## config.mk

```make
export PLATFORM = sky130hd
export DESIGN_NAME = dyn_scan_ctrl
export DESIGN_NICKNAME = d
export VERILOG_FILES = /design/src/rtl/dyn_scan_ctrl.sv
export SDC_FILE = /design/constraint.sdc
export NUM_CORES = 1
export LEC_CHECK = 0
export CAP_MARGIN = 5
export CORE_UTILIZATION = 43
export DETAILED_ROUTE_END_ITERATION = 6
export PLACE_DENSITY = 0.76
export SYNTH_ARGS = -nofsm -noshare
export SYNTH_HDL_FRONTEND = slang
export SYNTH_SLANG_ARGS = --single-unit
export TNS_END_PERCENT = 50
```

## constraint.sdc

```tcl
create_clock -name clk -period 3 [get_ports clk]
set_input_delay 0.6 -clock clk [delete_from_list [all_inputs] [get_ports clk]]
set_output_delay 0.6 -clock clk [all_outputs]
set_load 0.02 [all_outputs]
```

## src/rtl/dyn_scan_ctrl.sv

```systemverilog
// Multiplexed 7-segment scan controller: refresh divider, digit counter, hex decode,
// per-digit masking and selectable polarity. Optional blanking interval: DYN_SCAN_GHOST_BLANK_EN.
module dyn_scan_ctrl #(
  parameter int DIGITS         = 6,
  parameter int CLK_DIV        = 50000,
  parameter int SEL_ACTIVE_LOW = 1,
  parameter int SEG_ACTIVE_LOW = 0,
  parameter int BLANK_CYCLES   = 8
) (
  input  logic                  clk,
  input  logic                  rst,
  input  logic                  en,
  input  logic [4*DIGITS-1:0]   digit_data,
  input  logic [DIGITS-1:0]     dp_in,
  input  logic [DIGITS-1:0]     digit_en,
  output logic [DIGITS-1:0]     sel,
  output logic [7:0]            seg,
  output logic                  frame_tick
);

  localparam int CNT_W = $clog2(CLK_DIV);
  localparam int IDX_W = (DIGITS > 1) ? $clog2(DIGITS) : 1;
  localparam logic [DIGITS-1:0] SEL_IDLE = (SEL_ACTIVE_LOW != 0) ? {DIGITS{1'b1}} : {DIGITS{1'b0}};
  localparam logic [7:0] SEG_BLANK = (SEG_ACTIVE_LOW != 0) ? 8'hFF : 8'h00;
`ifdef DYN_SCAN_GHOST_BLANK_EN
  localparam bit GHOST_EN = 1'b1;
`else
  localparam bit GHOST_EN = 1'b0;
`endif

  function automatic logic [6:0] hex7(input logic [3:0] nib);
    logic [6:0] code;
    case (nib)
      4'h0: code = 7'h3F;
      4'h1: code = 7'h06;
      4'h2: code = 7'h5B;
      4'h3: code = 7'h4F;
      4'h4: code = 7'h66;
      4'h5: code = 7'h6D;
      4'h6: code = 7'h7D;
      4'h7: code = 7'h07;
      4'h8: code = 7'h7F;
      4'h9: code = 7'h6F;
      4'hA: code = 7'h77;
      4'hB: code = 7'h7C;
      4'hC: code = 7'h39;
      4'hD: code = 7'h5E;
      4'hE: code = 7'h79;
      4'hF: code = 7'h71;
      default: code = 7'h00;
    endcase
    return code;
  endfunction

  logic [CNT_W-1:0]  cnt_r;
  logic [IDX_W-1:0]  idx_r;
  logic [3:0]        nib_s;
  logic              dp_s;
  logic              den_s;
  logic              blank_s;
  logic              show_s;
  logic [DIGITS-1:0] sel_oh_s;
  logic [7:0]        seg_lit_s;
  logic [DIGITS-1:0] sel_nxt_s;
  logic [7:0]        seg_nxt_s;

  // Slot divider and digit index; a disabled scan is parked at digit 0, slot start.
  always_ff @(posedge clk) begin
    if (rst || !en) begin
      cnt_r <= {CNT_W{1'b0}};
      idx_r <= {IDX_W{1'b0}};
    end else if (cnt_r == CNT_W'(CLK_DIV - 1)) begin
      cnt_r <= {CNT_W{1'b0}};
      idx_r <= (idx_r == IDX_W'(DIGITS - 1)) ? {IDX_W{1'b0}} : idx_r + IDX_W'(1);
    end else begin
      cnt_r <= cnt_r + CNT_W'(1);
      idx_r <= idx_r;
    end
  end

  // Per-digit input selection, masking and polarity of the next output word.
  always_comb begin
    nib_s = 4'h0;
    dp_s  = 1'b0;
    den_s = 1'b0;
    for (int i = 0; i < DIGITS; i++) begin
      nib_s = (idx_r == IDX_W'(i)) ? digit_data[4*i +: 4] : nib_s;
      dp_s  = (idx_r == IDX_W'(i)) ? dp_in[i]             : dp_s;
      den_s = (idx_r == IDX_W'(i)) ? digit_en[i]          : den_s;
    end
    blank_s   = GHOST_EN && (cnt_r < CNT_W'(BLANK_CYCLES));
    show_s    = en && den_s && !blank_s;
    sel_oh_s  = DIGITS'(1) << idx_r;
    seg_lit_s = {dp_s, hex7(nib_s)};
    if (!show_s) begin
      sel_nxt_s = SEL_IDLE;
      seg_nxt_s = SEG_BLANK;
    end else begin
      sel_nxt_s = (SEL_ACTIVE_LOW != 0) ? ~sel_oh_s : sel_oh_s;
      seg_nxt_s = (SEG_ACTIVE_LOW != 0) ? ~seg_lit_s : seg_lit_s;
    end
  end

  // Output register; the tick marks the cycle digit 0 of a new frame is first presented.
  always_ff @(posedge clk) begin
    if (rst) begin
      sel        <= SEL_IDLE;
      seg        <= SEG_BLANK;
      frame_tick <= 1'b0;
    end else begin
      sel        <= sel_nxt_s;
      seg        <= seg_nxt_s;
      frame_tick <= en && (cnt_r == {CNT_W{1'b0}}) && (idx_r == {IDX_W{1'b0}});
    end
  end

endmodule

```

==> results of run 1 <==
-- worst reg2reg max path, delay by kind of cell, from the launching register on --
family          cells  cell delay (ns)
compound gates      1             0.12
buf+inv             4             0.46
simple gates        2             0.51
fa+ha+maj           2             0.70
mux                 1             0.44
flops               1             0.44
-- per-stage QoR --
stage | power [mW] | setup slack, ns
6_report | 0.982 | 0.273
5_1_grt | 1.02 | 0.117
4_1_cts | 0.987 | 0.287
3_5_place_dp | 0.598 | 0.306
3_3_place_gp | 0.596 | 0.357
2_1_floorplan | 0.525 | 0.166
-- cell usage after synthesis (all sizes together) (3+ instances only) --
cell type,n,area share
buf,10,0.028
nand2,16,0.031
mux2i,10,0.052
nor2,26,0.052
and3,6,0.021
o21ai,4,0.010
a211oi,4,0.016
ha,10,0.065
inv,11,0.021
xor2,6,0.027
or3,4,0.013
nor3,10,0.026
dfxtp,34,0.35
xnor2,9,0.041
nand4,3,0.0097
nand3,11,0.028
a21oi,7,0.020
nor2b,4,0.013
nand2b,5,0.016
-- cell usage in the layout (no fill, tap or decap), types with 2 or more instances in the layout --
master / instances
clkdlybuf4s50_1: 53
nor2b_1: 4
nand4_1: 3
and3_2: 2
a21oi_1: 6
a221oi_1: 2
nand3_1: 11
nand2_1: 16
or3_1: 4
buf_4: 6
and3_1: 4
clkbuf_8: 8
a211oi_1: 4
nor2_1: 25
nor4b_1: 2
xor2_1: 6
xnor2_1: 9
a211o_1: 2
dfxtp_1: 34
nor3b_1: 2
ha_1: 10
mux2i_1: 10
and2_1: 2
o221a_2: 2
nor3_1: 10
inv_1: 11
nand2b_1: 5
o21ai_0: 4
o211ai_1: 2
-- worst paths after layout --
check / startpoint / end / depth (start not counted)
max reg2reg: idx_r[2]$_SDFFE_PP0P_ / seg[3]$_SDFF_PP0_ / 10
min reg2reg: cnt_r[0]$_SDFF_PP0_ / cnt_r[0]$_SDFF_PP0_ / 1
max: idx_r[2]$_SDFFE_PP0P_ / seg[3]$_SDFF_PP0_ / 10
min: cnt_r[0]$_SDFF_PP0_ / cnt_r[0]$_SDFF_PP0_ / 1
-- power by group through the flow --
stage                     Sequential, mW  Clock (mW)  Combinational [mW]
after global placement             0.471           0               0.125
after global routing               0.461       0.426               0.138
after detailed placement           0.471           0               0.127
final                              0.461       0.393               0.128
after CTS                          0.461       0.398               0.128
after floorplan                    0.478           0              0.0474
-- kinds of logic after synthesis --
family | synth area share
compound gates | 0.131
xor+xnor | 0.0679
fa+ha+maj | 0.0646
buf+inv | 0.0517
flops | 0.352
mux | 0.0633
simple gates | 0.270
-- registers in the layout (all words and copies together) (netlist names) --
signal and cells:
cnt_r 16, seg 8, sel 6, idx_r 3
frame_tick 1
-- final cells by class --
class                           count  area (sq um)
Clock buffer                        8           110
Inverter                           11          41.3
Timing Repair Buffer               59           576
Fill cell                         386          1730
Tap cell                           52          65.1
Sequential cell                    34           681
Multi-Input combinational cell    166          1150
-- routing by layer --
metal  vias up  track usage
met5         -            0
met4         0       0.0794
met3         5       0.0439
met2        48        0.335
met1       804        0.264
li1        892            -
==> flow_summary.ini, run 1 <==
[logic_synthesis]
syn_area_sq_mm = 0.00194
synth_nets = 271
yosysSeqAreaShare = 0.352
ys.flop_type = dfxtp_1
yosys_register_bits = 34
synthCells = 222
ys_types = 49
syn_area_per_cell_sq_um = 8.72
async_reset_ff_frac = 0
synth_edf_count = 0
yosysWarnings = 0

[run_status]
status = finished, final reports clean

[cts]
cts_buffers = 5
ctsHoldBuffers = 0
ctsResizeCount = 0
root_buffer = clkbuf_8
cts.clk_slew.worst_paths_ns = 0.07
clockBufferDepth = 2
clk-insertion-delay-late_ns = 0.29
cts_max_level = 2
cts_tree = done
clock_sinks = 34
post_cts.repair.setup_buffers = 0

[drt]
route.met3.wl_um = 213
antenna_left = 0
wl_mm = 4.64
vias = 1749
wl_met1_mm = 2.15
avgViaCountPerCell = 5.30
met2_length_mm = 2.23
route.detailed.drc = 0
first_pass_iters = 4
drt_iter0_drc = 125
avgRoutedWirePerCell_um = 14.1
highest_layer = met4

[critical_path]
cp_slowest_cell = dfxtp_1
cp_top_family = adder cells
critPathKind = reg2reg
critPathLaunchType = register
crit_required_ns = 3.22
cpPeakStageDelay_ns = 0.44
path_cells = inv_1, ha_1, inv_1, or3_1, o211ai_1, inv_1, ha_1, inv_1, mux4_2, nor2_1
reg2reg_setup_slack_ns = 0.27
critPathBufInv = 4
arrival_ns = 2.95
cpMostUsedCell = inv_1
cp_max_fo = 15
crit_path_end_kind = register

[timing]
clock-skew-final_ns = 0.00453
slew_headroom = 0.555
slew_violations = 0
period_minus_slack_ns = 2.73
setup_viol = 0
whs_ns = 0.502
setup_tns_ns = 0
rsz0062_at_grt = no
max_clock_freq_mhz = 367
fin_crit_sh = 0.909
final-hold-violation-count = 0
max_slew.worst_pin.slew_ns = 0.658

[place]
dpl_cell_area_sq_mm = 0.00252
numPortBuffers = 53
place_inst = 322
dp_hpwl_mm = 3.54
place_congestion = 0.944

[power_and_ir_drop]
vdd.ir_drop.worst_uv = 348
switchingPower_mw = 0.215
switching_share = 0.219
power.internal_mw = 0.767
combPwrFrac = 0.130
power.density_mw_per_mm2 = 374
seqPwrFrac = 0.469
clockPowerShare = 0.400
power.leakage_nw = 0.966

[min_path]
hold_class = reg2reg

[job]
maxCapViolCount = 0

[global_route]
grt_max_degree = 19
grt_pass1_vias = 1683
grt_pass1_wl_mm = 7.85
grt_use_total = 0.205
antenna_found_initial = 0
grt-ovfl-total = 0

[cells_and_area]
post-route-util = 0.603
syn_to_final_growth_pct = 35.7
antenna_cells = 0
design_area_sq_mm = 0.00263
stdcell_count = 330
nets = 326
drive_gt1_frac = 0.0935

[floorplanning]
start_util = 0.445
die_y_um = 69.1
ios = 54
die_w_um = 69.1
die-area_sq_mm = 0.00477
core-area_sq_mm = 0.00435
fp-row-count = 24
No activity file was read; power rests on OpenSTA's default activity.
==> inputs of run 2 (changes only) <==
--- a/config.mk
+++ b/config.mk
@@ -7,6 +7,7 @@
 export LEC_CHECK = 0
 export CAP_MARGIN = 5
 export CORE_UTILIZATION = 43
+export CTS_CLUSTER_DIAMETER = 80
 export DETAILED_ROUTE_END_ITERATION = 6
 export PLACE_DENSITY = 0.76
 export SYNTH_ARGS = -nofsm -noshare
==> results of run 2 <==
No change in the layout: final DEF, timing and power equal those of run 1.
